==> src/rtl/bus_interconnect.sv <==
`default_nettype none
// ============================================================================
// Module   : bus_interconnect
// Brief    : N-master / M-slave shared bus with arbitration, address decode,
//            ready timeout and one-cycle transfer strobe.
// Revision : 1.0 - initial release
// ============================================================================
module bus_interconnect #(
    parameter int                          NUM_MASTERS     = 4,
    parameter int                          NUM_SLAVES      = 2,
    parameter int                          ADDR_W          = 16,
    parameter int                          DATA_W          = 16,
    parameter logic [NUM_SLAVES*ADDR_W-1:0] SLAVE_BASE     = '0,
    parameter logic [NUM_SLAVES*ADDR_W-1:0] SLAVE_SIZE     = '0,
    parameter int                          CLK_MAX_TIMEOUT = 12,
    parameter int                          ARB_MODE        = 0
) (
    input  logic                          clk,
    input  logic                          rst_n,
    input  logic [NUM_MASTERS-1:0]        barq_i,
    output logic [NUM_MASTERS-1:0]        bagd_o,
    input  logic [NUM_MASTERS*ADDR_W-1:0] m_addr_i,
    input  logic [NUM_MASTERS*DATA_W-1:0] m_wdata_i,
    input  logic [NUM_MASTERS-1:0]        m_rw_i,
    output logic [DATA_W-1:0]             m_rdata_o,
    output logic [NUM_SLAVES-1:0]         s_sel_o,
    output logic [ADDR_W-1:0]             s_addr_o,
    output logic [DATA_W-1:0]             s_wdata_o,
    output logic                          s_rw_o,
    input  logic [NUM_SLAVES*DATA_W-1:0]  s_rdata_i,
    input  logic [NUM_SLAVES-1:0]         s_ready_i,
    output logic                          data_strobe_o,
    output logic                          error_o,
    output logic [1:0]                    error_code_o
);

    localparam int c_IDX_W = (NUM_MASTERS > 1) ? $clog2(NUM_MASTERS) : 1;
    localparam int c_CNT_W = (CLK_MAX_TIMEOUT < 2) ? 1 : $clog2(CLK_MAX_TIMEOUT + 1);

    localparam logic [2:0] c_S_IDLE    = 3'd0;
    localparam logic [2:0] c_S_GRANT   = 3'd1;
    localparam logic [2:0] c_S_WAIT    = 3'd2;
    localparam logic [2:0] c_S_STROBE  = 3'd3;
    localparam logic [2:0] c_S_RELEASE = 3'd4;

    localparam logic [1:0] c_ERR_NONE    = 2'b00;
    localparam logic [1:0] c_ERR_DECODE  = 2'b01;
    localparam logic [1:0] c_ERR_TIMEOUT = 2'b10;

    logic [2:0]             r_state;
    logic [2:0]             w_state_next;
    logic [NUM_MASTERS-1:0] r_bagd;
    logic [NUM_SLAVES-1:0]  r_sel;
    logic [DATA_W-1:0]      r_rdata;
    logic                   r_error;
    logic [1:0]             r_err_code;
    logic [c_CNT_W-1:0]     r_wait_cnt;
    logic [c_IDX_W-1:0]     r_rr_ptr;

    logic [NUM_MASTERS-1:0] w_winner;
    logic [c_IDX_W-1:0]     w_winner_idx;
    logic                   w_found;
    logic [NUM_SLAVES-1:0]  w_hit;
    logic                   w_hit_any;
    logic                   w_ready;
    logic [DATA_W-1:0]      w_rdata;
    logic                   w_timeout;

    // Arbiter: round-robin rotates the search start past the last winner.
    always_comb begin
        int w_cand;
        w_winner     = '0;
        w_winner_idx = '0;
        w_found      = 1'b0;
        w_cand       = 0;
        for (int k = 0; k < NUM_MASTERS; k++) begin
            w_cand = (ARB_MODE == 1) ? ((int'(r_rr_ptr) + 1 + k) % NUM_MASTERS) : k;
            if (!w_found && barq_i[w_cand]) begin
                w_found          = 1'b1;
                w_winner[w_cand] = 1'b1;
                w_winner_idx     = c_IDX_W'(w_cand);
            end
        end
    end

    // Granted-master mux; all zero while nobody holds the bus.
    always_comb begin
        s_addr_o  = '0;
        s_wdata_o = '0;
        s_rw_o    = 1'b0;
        for (int i = 0; i < NUM_MASTERS; i++) begin
            if (r_bagd[i]) begin
                s_addr_o  = s_addr_o  | m_addr_i[i*ADDR_W +: ADDR_W];
                s_wdata_o = s_wdata_o | m_wdata_i[i*DATA_W +: DATA_W];
                s_rw_o    = s_rw_o    | m_rw_i[i];
            end
        end
    end

    // Address decode, one bit wider so BASE+SIZE-1 cannot wrap.
    always_comb begin
        logic [ADDR_W:0] w_base;
        logic [ADDR_W:0] w_last;
        w_hit     = '0;
        w_hit_any = 1'b0;
        w_base    = '0;
        w_last    = '0;
        for (int i = 0; i < NUM_SLAVES; i++) begin
            w_base = {1'b0, SLAVE_BASE[i*ADDR_W +: ADDR_W]};
            w_last = w_base + {1'b0, SLAVE_SIZE[i*ADDR_W +: ADDR_W]} - (ADDR_W+1)'(1);
            if (!w_hit_any && (SLAVE_SIZE[i*ADDR_W +: ADDR_W] != '0) &&
                ({1'b0, s_addr_o} >= w_base) && ({1'b0, s_addr_o} <= w_last)) begin
                w_hit[i]  = 1'b1;
                w_hit_any = 1'b1;
            end
        end
    end

    always_comb begin
        w_rdata = '0;
        for (int i = 0; i < NUM_SLAVES; i++) begin
            if (r_sel[i]) begin
                w_rdata = w_rdata | s_rdata_i[i*DATA_W +: DATA_W];
            end
        end
    end

    assign w_ready   = |(s_ready_i & r_sel);
    assign w_timeout = ((r_wait_cnt + c_CNT_W'(1)) == c_CNT_W'(CLK_MAX_TIMEOUT));

    always_ff @(posedge clk or negedge rst_n) begin
        if (!rst_n) begin
            r_state <= c_S_IDLE;
        end else begin
            r_state <= w_state_next;
        end
    end

    // Ready in the last wait cycle wins over the timeout.
    always_comb begin
        w_state_next = r_state;
        case (r_state)
            c_S_IDLE:    if (w_found) w_state_next = c_S_GRANT;
            c_S_GRANT:   w_state_next = w_hit_any ? c_S_WAIT : c_S_RELEASE;
            c_S_WAIT: begin
                if (w_ready) begin
                    w_state_next = c_S_STROBE;
                end else if (w_timeout) begin
                    w_state_next = c_S_RELEASE;
                end
            end
            c_S_STROBE:  w_state_next = c_S_RELEASE;
            c_S_RELEASE: w_state_next = c_S_IDLE;
            default:     w_state_next = c_S_IDLE;
        endcase
    end

    always_comb begin
        data_strobe_o = (r_state == c_S_STROBE);
        bagd_o        = r_bagd;
        s_sel_o       = r_sel;
        m_rdata_o     = r_rdata;
        error_o       = r_error;
        error_code_o  = r_err_code;
    end

    // Grant and select are dropped on the way into RELEASE so they read 0 there.
    always_ff @(posedge clk or negedge rst_n) begin
        if (!rst_n) begin
            r_bagd     <= '0;
            r_sel      <= '0;
            r_rdata    <= '0;
            r_error    <= 1'b0;
            r_err_code <= c_ERR_NONE;
            r_wait_cnt <= '0;
            r_rr_ptr   <= c_IDX_W'(NUM_MASTERS - 1);
        end else begin
            r_error <= 1'b0;
            case (r_state)
                c_S_IDLE: begin
                    if (w_found) begin
                        r_bagd   <= w_winner;
                        r_rr_ptr <= w_winner_idx;
                    end
                end
                c_S_GRANT: begin
                    r_wait_cnt <= '0;
                    if (w_hit_any) begin
                        r_sel <= w_hit;
                    end else begin
                        r_error    <= 1'b1;
                        r_err_code <= c_ERR_DECODE;
                        r_bagd     <= '0;
                    end
                end
                c_S_WAIT: begin
                    r_wait_cnt <= r_wait_cnt + c_CNT_W'(1);
                    if (!w_ready && w_timeout) begin
                        r_error    <= 1'b1;
                        r_err_code <= c_ERR_TIMEOUT;
                        r_bagd     <= '0;
                        r_sel      <= '0;
                    end
                end
                c_S_STROBE: begin
                    if (!s_rw_o) begin
                        r_rdata <= w_rdata;
                    end
                    r_err_code <= c_ERR_NONE;
                    r_bagd     <= '0;
                    r_sel      <= '0;
                end
                default: begin
                    r_bagd <= '0;
                    r_sel  <= '0;
                end
            endcase
        end
    end

endmodule
`default_nettype wire

==> config.mk <==
export PLATFORM = sky130hd
export DESIGN_NAME = bus_interconnect
export DESIGN_NICKNAME = d
export VERILOG_FILES = /design/src/rtl/bus_interconnect.sv
export SDC_FILE = /design/constraint.sdc
export NUM_CORES = 1
export LEC_CHECK = 0
export ABC_AREA = 1
export CORE_AREA = 2 2 90 92
export DETAILED_ROUTE_END_ITERATION = 10
export DIE_AREA = 0 0 92 94
export MAX_ROUTING_LAYER = met4
export PLACE_DENSITY = 0.78
export SETUP_SLACK_MARGIN = 0.05
export SLEW_MARGIN = 20
export SYNTH_ARGS = -nofsm -noshare
export SYNTH_HDL_FRONTEND = slang
export SYNTH_SLANG_ARGS = --single-unit
export TNS_END_PERCENT = 100
==> constraint.sdc <==
create_clock -name clk -period 1.3 [get_ports clk]
set_input_delay 0.26 -clock clk [delete_from_list [all_inputs] [get_ports clk]]
set_output_delay 0.26 -clock clk [all_outputs]
set_load 0.05 [all_outputs]
==> metrics.md <==
| Metric | Value |
|---|---|
| H-tree depth | 1 |
| Min Tclk post-route | 1.57 ns |
| Largest net degree at the start of global routing | 22 |
| CP max stage cell | dfrtp_2 |
| Max-Cap Viols | 0 |
| End point of the critical path | s_addr_o[1] |
| Critical Path Start | bagd_o[1] |
| TritonRoute pass-1 iters | 4 |
| Chip Width | 92 µm |
| Worst-path cell chain | buf_12 > nand2_1 > nand4_1 > buf_12 |
| Post-synthesis mux area share | 0 |
| Crit Path Class | flip-flop to output pin |
| Cell variety after synth | 15 |
| RSZ-0062 raised after global routing | yes |
| Max Freq | 0.638 GHz |
| Post-route cell area | 3630 µm² |
| Area leader, netlist | nand2_1 |
| Clock transition at path regs | 0.04 ns |
| Root Buffer | clkbuf_8 |
| Pwr Total | ~5.1 mW |
| FP Rows | 32 |
| Nets | 580 |
| Gpl congestion | ~0.77 |
| Final worst path period share | 1.21 |
| Initial DRC count | 62 |
| CTS Buf Count | 3 |
| Top cell family by delay on the critical path | flip-flops |
| Number of fill cells in the layout | 714 |
| Metal-1 WL | 2.27 mm |
| CP Max Fanout | 21 |
| Final Max Tran Viols | 0 |
| Initial antenna violation count | 0 |
| Area Growth Syn to Fin | 170% |
| Synthesized area per cell | 5.84 µm² |
| Top-Level Pins | 231 |
| Ant. Diodes | 0 |
| Worst reg2reg path depth | 3 |
| Worst path bufs/invs | 2 |
| Fin worst setup slack | -0.267 ns |
| DRC errors left | 0 |
| Peak supply drop | around 0.84 mV |
| Clk Latency, worst-skew pair | 0.23 ns |
| Main area contributors after synthesis | nand2_1, nand4_1, dfrtp_1 |
| Vias in the first global route | 2172 |
| Outcome | finished, violations left |
| Final WL | ~6.5 mm |
| Syn Std Cell Area | ~1300 µm² |
| Metal2 WL | 3.56 mm |
| CTS Buffer Depth | 2 |
| Critical Path RT | 1.04 ns |
| Post-synthesis adder-cell area fraction | 0 |
| Syn Inst Count | 230 |
| Core outline area | 7610 µm² |
| DP HPWL | 5.47 mm |
| Complex-gate fraction of the synthesized area | 0.00931 |
| Worst Path Arrival | approximately 1.3 ns |
| Via density | 4.26 |
| Post-synthesis sequential area ratio | 0.149 |
| Yosys reg bits | 8 |
| Die Ht | 94 µm |
| IO buf count | 176 |
| Worst path most repeated cell | buf_12 |
| Dpl cell area | 3530 µm² |
| Cts hold-fix bufs | 0 |
| Static leakage | 1.48 nW |
| Ys Warns | 0 |
| PD cells | 1400 nW/µm² |
| First-pass GRT wire length | 9.72 mm |
| Multi-input logic area | 910 µm² |
| Failing checks | setup timing |
| Final Hold Fails | 0 |
| Core Util, Final | 0.478 |
| Hold Crit Class | input pin to asynchronous set/reset pin |
| Routed via count | about 2200 |
| Highest metal used | met4 |
| Setup Skew | 0.00307 ns |
| Routed Antenna Nets | 0 |
| Worst r2r src | bagd_o[2] |
| Crit path largest cell delay | 0.45 ns |
| TritonCTS clock tree | done |
| Setup Viol. Count Final | 35 |
| GR Util All Layers | 0.144 |
| Storage cell area | 205 µm² |
| Routed wl met3 | 646 µm |
| CP Launch Type | flip-flop |
| R2r setup slk | 0.35 ns |
| GRT overflow | 0 |
| Synth Area in Simple Gates | 0.588 |
| Routed length per instance | ~13 µm |
| Fraction of layout cells with a size suffix above 1 | 0.177 |
| Reg-to-Reg End | bagd_o[2] |
| CTS sink count | 8 |
| Full die area | 8650 µm² |
| Setup crit end kind | output pin |
| Post-Synth XOR/XNOR Area | 0 |
| Post-synth top area share | 0.380 |
| Main combinational cell family by area after synthesis | simple AND/OR/NAND/NOR gates |
| Critical Path Stages | 4 |
| Starting density of the core | 0.177 |
sequential cells by signal (all words and copies together) (netlist names):
name          cells
bagd_o            4
error_code_o      1
error_o           1
r_state           2
through the flow:
stage | TNS (ns) | hold slack [ns] | instances | setup slack (ns)
finish | -7.62 | 0.305 | 509 | -0.267
floorplan | -9.16 | -0.0356 | 249 | -0.288
global placement | -0.977 | 0.492 | 502 | -0.142
global route | -9.43 | 0.337 | 509 | -0.354
detailed placement | -1.39 | 0.496 | 502 | -0.141
CTS | -8.24 | 0.311 | 508 | -0.281
where the power goes:
part	total (mW)	internal (mW)	switching, mW
Sequential	0.402	0.318	0.0840
Combinational	4.39	2.06	2.33
Clock	0.309	0.212	0.0964
Total	5.10	2.59	2.51
area by class of cell:
cell class,instances,share of cell area
sequential,8,0.0565
tap,102,0.0351
inverter,2,0.00207
timing repair buffer,190,0.644
clock buffer,4,0.0124
multi-input combinational,203,0.250
routing by layer:
metal,track usage,vias to the layer above
met5,-,-
met4,0.0274,0
met3,0.0377,4
met2,0.295,139
met1,0.134,965
li1,-,1060
cell usage in the layout, fill, tap and decap left out, drive strengths merged:
cell type,instances
nand4,35
nor3,1
nand3b,1
clkbuf,4
dfrtp,8
nand2,136
nor2,7
conb,20
clkdlybuf4s50,137
a21oi,1
a21boi,1
inv,2
buf,53
or2,1
cells in the mapped netlist:
cell type / number
or2_1: 1
buf_4: 20
buf_6: 16
a21boi_0: 1
nor2_2: 1
inv_1: 2
nor2_4: 1
conb_1: 1
dfrtp_1: 8
nand4_1: 35
nand2_1: 136
nor2_1: 5
a21oi_1: 1
nor3_2: 1
nand3b_1: 1
worst min-delay path by stage:
stage,startpoint,end,cells after the start
after floorplan,rst_n,bagd_o[0],0
after global placement,r_state[2],r_state[2],1
after detailed placement,r_state[2],r_state[2],1
after CTS,rst_n,bagd_o[3],1
after global routing,rst_n,error_o,1
final,rst_n,bagd_o[2],1
cells by family after synthesis:
family,after synthesis
buf+inv,38
other cells,1
simple gates,181
compound gates,2
flops,8
what timing repair did:
item	in CTS	in global routing
endpoints found under the setup margin	36	37
buffers inserted	2	1
resized for setup	4	9
pin swaps	19	18
(Power assumes the default switching activity.)
